===== config.mk =====
export PLATFORM = sky130hd
export DESIGN_NAME = ats21_cmd_arbiter
export DESIGN_NICKNAME = d
export VERILOG_FILES = /design/src/rtl/ats21_pkg.sv /design/src/rtl/ats21_perm_check.sv /design/src/rtl/ats21_cmd_arbiter.sv
export SDC_FILE = /design/constraint.sdc
export NUM_CORES = 1
export LEC_CHECK = 0
export ABC_AREA = 1
export BUFFER_PORTS_ARGS = -buffer_cell sky130_fd_sc_hd__buf_4
export CORE_MARGIN = 5
export CORE_UTILIZATION = 50
export CTS_CLUSTER_DIAMETER = 120
export DETAILED_ROUTE_END_ITERATION = 6
export GPL_TIMING_DRIVEN = 0
export PLACE_DENSITY = 0.72
export SLEW_MARGIN = 20
export SYNTH_ARGS = -nofsm -noshare
export SYNTH_HDL_FRONTEND = slang
export SYNTH_HIERARCHICAL = 1
export SYNTH_SLANG_ARGS = --single-unit

===== constraint.sdc =====
create_clock -name clk -period 2.31 [get_ports clk]
set_clock_uncertainty 0.1 [all_clocks]
set_input_delay 0.462 -clock clk [delete_from_list [all_inputs] [get_ports clk]]
set_output_delay 0.462 -clock clk [all_outputs]
set_load 0.01 [all_outputs]

===== src/rtl/ats21_pkg.sv =====
`default_nettype none
// +----------------------------------------------------------------------+
// | ats21_pkg : shared types and field positions for the ATS21 front end |
// | Rev 1.0                                                              |
// +----------------------------------------------------------------------+
package ats21_pkg;

   typedef enum logic [2:0] {
      OP_NOP     = 3'b000,
      OP_SET_CLK = 3'b001,
      OP_TOG_BC  = 3'b010,
      OP_MODE    = 3'b011,
      OP_RSVD    = 3'b100,
      OP_SET_ALM = 3'b101,
      OP_SET_CD  = 3'b110,
      OP_TOG_AT  = 3'b111
   } opcode_e;

   typedef enum logic [1:0] {
      STAT_NONE = 2'b00,
      STAT_OK   = 2'b01,
      STAT_DENY = 2'b10,
      STAT_ERR  = 2'b11
   } stat_e;

   typedef enum logic [1:0] {
      S_IDLE   = 2'd0,
      S_CAP_LO = 2'd1,
      S_ARB    = 2'd2,
      S_ISSUE  = 2'd3
   } state_e;

   // Bit positions inside the high instruction half-word
   localparam int c_OPC_MSB  = 15;
   localparam int c_OPC_LSB  = 13;
   localparam int c_ACT_BIT  = 12;
   localparam int c_AT_MSB   = 11;
   localparam int c_AT_LSB   = 10;
   localparam int c_BC_MSB   = 9;
   localparam int c_BC_LSB   = 8;

   localparam logic c_CLIENT_A = 1'b0;

endpackage
`default_nettype wire


===== src/rtl/ats21_perm_check.sv =====
`default_nettype none
// +----------------------------------------------------------------------+
// | ats21_perm_check : classifies a granted opcode against mode regs     |
// | Rev 1.0                                                              |
// +----------------------------------------------------------------------+
module ats21_perm_check
   import ats21_pkg::*;
(
   input  opcode_e    opcode_i,
   input  logic       client_i,
   input  logic       active_i,
   input  logic [1:0] at_perm_i,
   input  logic [1:0] bc_perm_i,
   output logic       pass_o,
   output logic       deny_o,
   output logic       illegal_o,
   output logic       is_mode_o
);

   always_comb begin
      pass_o    = 1'b0;
      deny_o    = 1'b0;
      illegal_o = 1'b0;
      is_mode_o = 1'b0;
      case (opcode_i)
         OP_MODE: begin
            is_mode_o = 1'b1;
            deny_o    = (client_i != c_CLIENT_A);
         end
         OP_SET_CLK, OP_TOG_BC: begin
            pass_o = active_i & bc_perm_i[client_i];
            deny_o = ~(active_i & bc_perm_i[client_i]);
         end
         OP_SET_ALM, OP_SET_CD, OP_TOG_AT: begin
            pass_o = active_i & at_perm_i[client_i];
            deny_o = ~(active_i & at_perm_i[client_i]);
         end
         // NOP is never pending, so it only lands here defensively
         default: illegal_o = 1'b1;
      endcase
   end

endmodule
`default_nettype wire


===== src/rtl/ats21_cmd_arbiter.sv =====
`default_nettype none
// +----------------------------------------------------------------------+
// | ats21_cmd_arbiter : captures, checks and round-robin issues ATS21    |
// | client instructions to the core.                     Rev 1.0         |
// +----------------------------------------------------------------------+
module ats21_cmd_arbiter
   import ats21_pkg::*;
#(
   parameter logic [1:0] RST_AT_PERM = 2'b11,
   parameter logic [1:0] RST_BC_PERM = 2'b11,
   parameter int         STALL_LIMIT = 64
) (
   input  logic        clk,
   input  logic        reset,
   input  logic        req,
   input  logic [15:0] ctrlA,
   input  logic [15:0] ctrlB,
   output logic        ready,
   output logic        req_drop,
   output logic        cmd_valid,
   input  logic        cmd_ready,
   output logic [31:0] cmd_word,
   output logic        cmd_client,
   output logic [1:0]  stat,
   output logic        stat_client,
   output logic        mode_active
);

   localparam int c_CNT_W = $clog2(STALL_LIMIT + 1);

   state_e            state_q, state_d;
   logic [1:0][15:0]  hi_q, lo_q;
   logic [1:0]        pend_q, pend_d;
   logic              rr_q, rr_d;
   logic              gnt_q, gnt_d;
   logic [31:0]       cmd_word_q, cmd_word_d;
   logic [c_CNT_W-1:0] cnt_q, cnt_d;
   stat_e             stat_q, stat_d;
   logic              stat_client_q, stat_client_d;
   logic              active_q, active_d;
   logic [1:0]        at_perm_q, at_perm_d;
   logic [1:0]        bc_perm_q, bc_perm_d;
   logic              req_drop_q;

   logic              w_gnt, w_other;
   opcode_e           w_opcode;
   logic              w_pass, w_deny, w_illegal, w_is_mode;
   logic              w_timeout;
   logic [1:0]        w_cap_pend;

   assign w_gnt      = pend_q[rr_q] ? rr_q : ~rr_q;
   assign w_other    = ~w_gnt;
   assign w_opcode   = opcode_e'(hi_q[w_gnt][c_OPC_MSB:c_OPC_LSB]);
   assign w_timeout  = (cnt_q == c_CNT_W'(STALL_LIMIT - 1));
   assign w_cap_pend = {(hi_q[1][c_OPC_MSB:c_OPC_LSB] != 3'b000),
                        (hi_q[0][c_OPC_MSB:c_OPC_LSB] != 3'b000)};

   ats21_perm_check u_perm_check (
      .opcode_i  (w_opcode),
      .client_i  (w_gnt),
      .active_i  (active_q),
      .at_perm_i (at_perm_q),
      .bc_perm_i (bc_perm_q),
      .pass_o    (w_pass),
      .deny_o    (w_deny),
      .illegal_o (w_illegal),
      .is_mode_o (w_is_mode)
   );

   always_comb begin
      state_d       = state_q;
      pend_d        = pend_q;
      rr_d          = rr_q;
      gnt_d         = gnt_q;
      cmd_word_d    = cmd_word_q;
      cnt_d         = cnt_q;
      stat_d        = STAT_NONE;
      stat_client_d = stat_client_q;
      active_d      = active_q;
      at_perm_d     = at_perm_q;
      bc_perm_d     = bc_perm_q;
      case (state_q)
         S_IDLE: begin
            if (req) state_d = S_CAP_LO;
         end
         S_CAP_LO: begin
            pend_d  = w_cap_pend;
            state_d = (|w_cap_pend) ? S_ARB : S_IDLE;
         end
         S_ARB: begin
            if (w_pass) begin
               gnt_d      = w_gnt;
               cmd_word_d = {hi_q[w_gnt], lo_q[w_gnt]};
               cnt_d      = '0;
               state_d    = S_ISSUE;
            end else begin
               // Mode writes land this edge, before the other client is checked
               if (w_is_mode && !w_deny) begin
                  active_d  = hi_q[w_gnt][c_ACT_BIT];
                  at_perm_d = hi_q[w_gnt][c_AT_MSB:c_AT_LSB];
                  bc_perm_d = hi_q[w_gnt][c_BC_MSB:c_BC_LSB];
               end
               if (w_deny)         stat_d = STAT_DENY;
               else if (w_illegal) stat_d = STAT_ERR;
               else                stat_d = STAT_OK;
               stat_client_d  = w_gnt;
               pend_d[w_gnt]  = 1'b0;
               rr_d           = w_other;
               state_d        = pend_q[w_other] ? S_ARB : S_IDLE;
            end
         end
         S_ISSUE: begin
            if (cmd_ready || w_timeout) begin
               stat_d         = cmd_ready ? STAT_OK : STAT_ERR;
               stat_client_d  = gnt_q;
               pend_d[gnt_q]  = 1'b0;
               rr_d           = ~gnt_q;
               cmd_word_d     = '0;
               state_d        = pend_q[~gnt_q] ? S_ARB : S_IDLE;
            end else begin
               cnt_d = cnt_q + 1'b1;
            end
         end
         default: state_d = S_IDLE;
      endcase
   end

   always_ff @(posedge clk) begin
      if (reset) begin
         state_q       <= S_IDLE;
         hi_q          <= '0;
         lo_q          <= '0;
         pend_q        <= '0;
         rr_q          <= c_CLIENT_A;
         gnt_q         <= c_CLIENT_A;
         cmd_word_q    <= '0;
         cnt_q         <= '0;
         stat_q        <= STAT_NONE;
         stat_client_q <= 1'b0;
         active_q      <= 1'b1;
         at_perm_q     <= RST_AT_PERM;
         bc_perm_q     <= RST_BC_PERM;
         req_drop_q    <= 1'b0;
      end else begin
         state_q       <= state_d;
         pend_q        <= pend_d;
         rr_q          <= rr_d;
         gnt_q         <= gnt_d;
         cmd_word_q    <= cmd_word_d;
         cnt_q         <= cnt_d;
         stat_q        <= stat_d;
         stat_client_q <= stat_client_d;
         active_q      <= active_d;
         at_perm_q     <= at_perm_d;
         bc_perm_q     <= bc_perm_d;
         req_drop_q    <= req && (state_q != S_IDLE);
         if (state_q == S_IDLE && req) hi_q <= {ctrlB, ctrlA};
         if (state_q == S_CAP_LO)      lo_q <= {ctrlB, ctrlA};
      end
   end

   assign ready       = (state_q == S_IDLE);
   assign cmd_valid   = (state_q == S_ISSUE);
   assign cmd_word    = cmd_word_q;
   assign cmd_client  = gnt_q;
   assign stat        = stat_q;
   assign stat_client = stat_client_q;
   assign req_drop    = req_drop_q;
   assign mode_active = active_q;

endmodule
`default_nettype wire


==> metrics <==
outcome=finished with violations; failing checks=DRC, setup timing; Final HPWL DP=10360 µm; die area=0.01190 mm²; clk slew on worst S/H paths=60 ps; final hold violations=0; WP data arrival=2680 ps; top_reg_cell synth=dfxtp_1; synth-to-layout area growth=34.69%; Post-synth EDFFs=0; Tightest Pin Transition=593.8 ps; Die Height=109.1 µm; Total GRT Usage=0.2502; worst setup margin=-62.69 ps; # diodes=0; CP Class=register to register; starting density of the core=0.5068; drt total wl=15320 µm; H-Tree Level Count=4; critical path fanouts, max=8; Fill cells=approximately 800; Vias per Instance=5.434; Final min period=2373 ps; DR iter-0 viols=338; share of layout cells above drive strength 1=0.2513; Max Slew Vio Count=0; Final nets=816; Startpoint Class=register; DP Area=0.005630 mm²; Cells after Synth=671; Die X=109.1 µm; Cell Pwr Density=879.7 mW/mm²; vias in the first global route=about 4700; Core Area=just under 0.01 mm²; RSZ-0062 raised after global routing=true; post-synth top area cell=dfxtp_1; Yosys cell types=28; Final Setup Violations=15; maximum clock frequency=421.5 MHz; Yosys reg bits=118; fin util=0.6827; clk sinks=118; CTS Buffer Depth=2; Power Total=5.816 mW; max_cap viols=0; Final Cell Area=0.006611 mm²; TritonCTS clock tree=yes; Slew HR=0.6042; Seq/Total Area, Yosys=0.4813; largest net degree at the start of global routing=17; top-area cell type share of the netlist area=0.4813; via count=5026; maximum VDD drop=a little under 0.0006 V; fin crit share=1.027; CTS Hold Buffers Added=0; Root Buffer=clkbuf_8; GPL Wtd Cong=roughly 0.9; Syn Area/Cell=7.315 µm²; gr ovfl total=0; Synthesized Nets=708; I/O Buffers=74; Rows=36; critical path endpoint category=register; Pre-Repair DR Iteration Count=7; Min-Delay Path Class=primary input to register; DR DRC count=2; Leak=slightly below 3 nW; Worst EP required=2620 ps; Post-DRT Antenna Nets=0; first-pass GRT wire length=23020 µm; IO Pins=76; initial antenna violation count=0; Routed WL per cell=16.57 µm; Clk Latency, worst-skew pair=510 ps; synthesized cell area=0.004908 mm²; CTS Buf Count=17; FFs w/ async S/R, synth=0; top post-synthesis cells by area=dfxtp_1 48%, o21ai_0 11%, nand2_1 9.4%; yosys warns=6
## cells by family (layout without fill, tap and decap cells)
family / after synthesis / in the layout / share of synthesized area
DFF: 118 / 118 / 0.4813
and+or+nand+nor: 292 / 292 / 0.2544
buffers and inverters: 85 / 206 / 0.08106
adders and majority gates: 1 / 1 / 0.002549
AOI/OAI and AO/OA: 175 / 175 / 0.1807
## report_power, final
part / leakage [nW] / switching [mW] / internal (mW)
sequential: 0.967 / 0.0790 / 2.19
clock: 0.282 / 0.986 / 1.54
combinational: 1.64 / 0.636 / 0.388
## metal layers
layer  GRT usage  wire length, µm  vias to the layer above
li1            -                -                     2394
met1      0.3085             6154                     2355
met2      0.4232             7458                      232
met3     0.05802             1195                       45
met4     0.09558              515                        0
met5           0                0                        -
## through the flow
stage	instances	setup slack (ps)	setup TNS [ps]	hold WS, ps
2_1_floorplan	671	36.95	0	324.5
3_3_place_gp	878	-369.5	-13610	334.2
3_5_place_dp	878	-419.9	-16220	342.2
4_1_cts	914	9.686	0	76.20
5_1_grt	925	-148.6	-3939	86.52
6_report	925	-62.69	-335.6	78.51
## synth_stat cells, types with 2 or more instances
master / n
nor2_4: 4
nor2_2: 4
inv_1: 40
or2_1: 5
a21oi_1: 62
inv_2: 5
nor2_1: 118
buf_4: 4
buf_2: 8
dfxtp_1: 118
buf_6: 7
o21ai_0: 109
nand3_1: 25
nand4_1: 2
nand2_1: 123
clkbuf_1: 20
nand2_2: 3
nand2_4: 4
## final cells by class
class                      instances  area [µm²]  share of cell area
buffer                            39       267.8             0.04050
clock buffer                      17       414.1             0.06264
clock inverter                    15       153.9             0.02328
inverter                          45       171.4             0.02593
multi-input combinational        468        2341              0.3541
sequential                       118        2371              0.3586
tap                              133       166.4             0.02517
timing repair buffer              90       725.7              0.1098
## placed cells by master (no fill, tap or decap), drive strengths merged
cell,instances
o211ai,1
o21ai,110
a31oi,1
ha,1
nand3b,1
a21oi,62
inv,48
bufinv,2
nand3,27
clkinv,9
dfxtp,118
clkinvlp,1
clkbuf,41
nand2,130
nand4,2
o2111ai,1
nor2,126
buf,105
or2,6
## sequential cells by signal, indices dropped and copies added, names as in the netlist, 2 cells and up
register / count
cmd_word: 32
hi_q: 32
lo_q: 32
cnt_q: 7
at_perm_q: 2
bc_perm_q: 2
pend_q: 2
stat: 2
state_q: 2
## critical path, stage by stage, from the launching register on
cell	delay [ps]
dfxtp_4	370
o21ai_4	220
buf_8	190
nand2_4	60
o21ai_4	70
inv_2	90
nor2_4	110
nand4_1	140
nand2_4	150
nor2_4	40
inv_2	70
nand3_4	220
clkbuf_16	250
o21ai_0	140
nor2_1	50
## worst paths after layout
check / startpoint / to / slack [ps] / cells after the start
max: pend_q[0] / cmd_word[4] / -60 / 14
min: ctrlA[5] / lo_q[5] / 80 / 3
max reg2reg: pend_q[0] / cmd_word[4] / -60 / 14
min reg2reg: lo_q[27] / lo_q[27] / 350 / 2
## repair_timing
| item | 4_1_cts | 5_1_grt |
|---|---|---|
| endpoints found under the hold margin | 0 | 0 |
| buffers inserted | 4 | 7 |
| pin swaps | 3 | 5 |
| gates cloned | 0 | 5 |
| resized for setup | 17 | 62 |
| endpoints found under the setup margin | 50 | 50 |
Note: power is estimated with default switching activity, not from simulation.
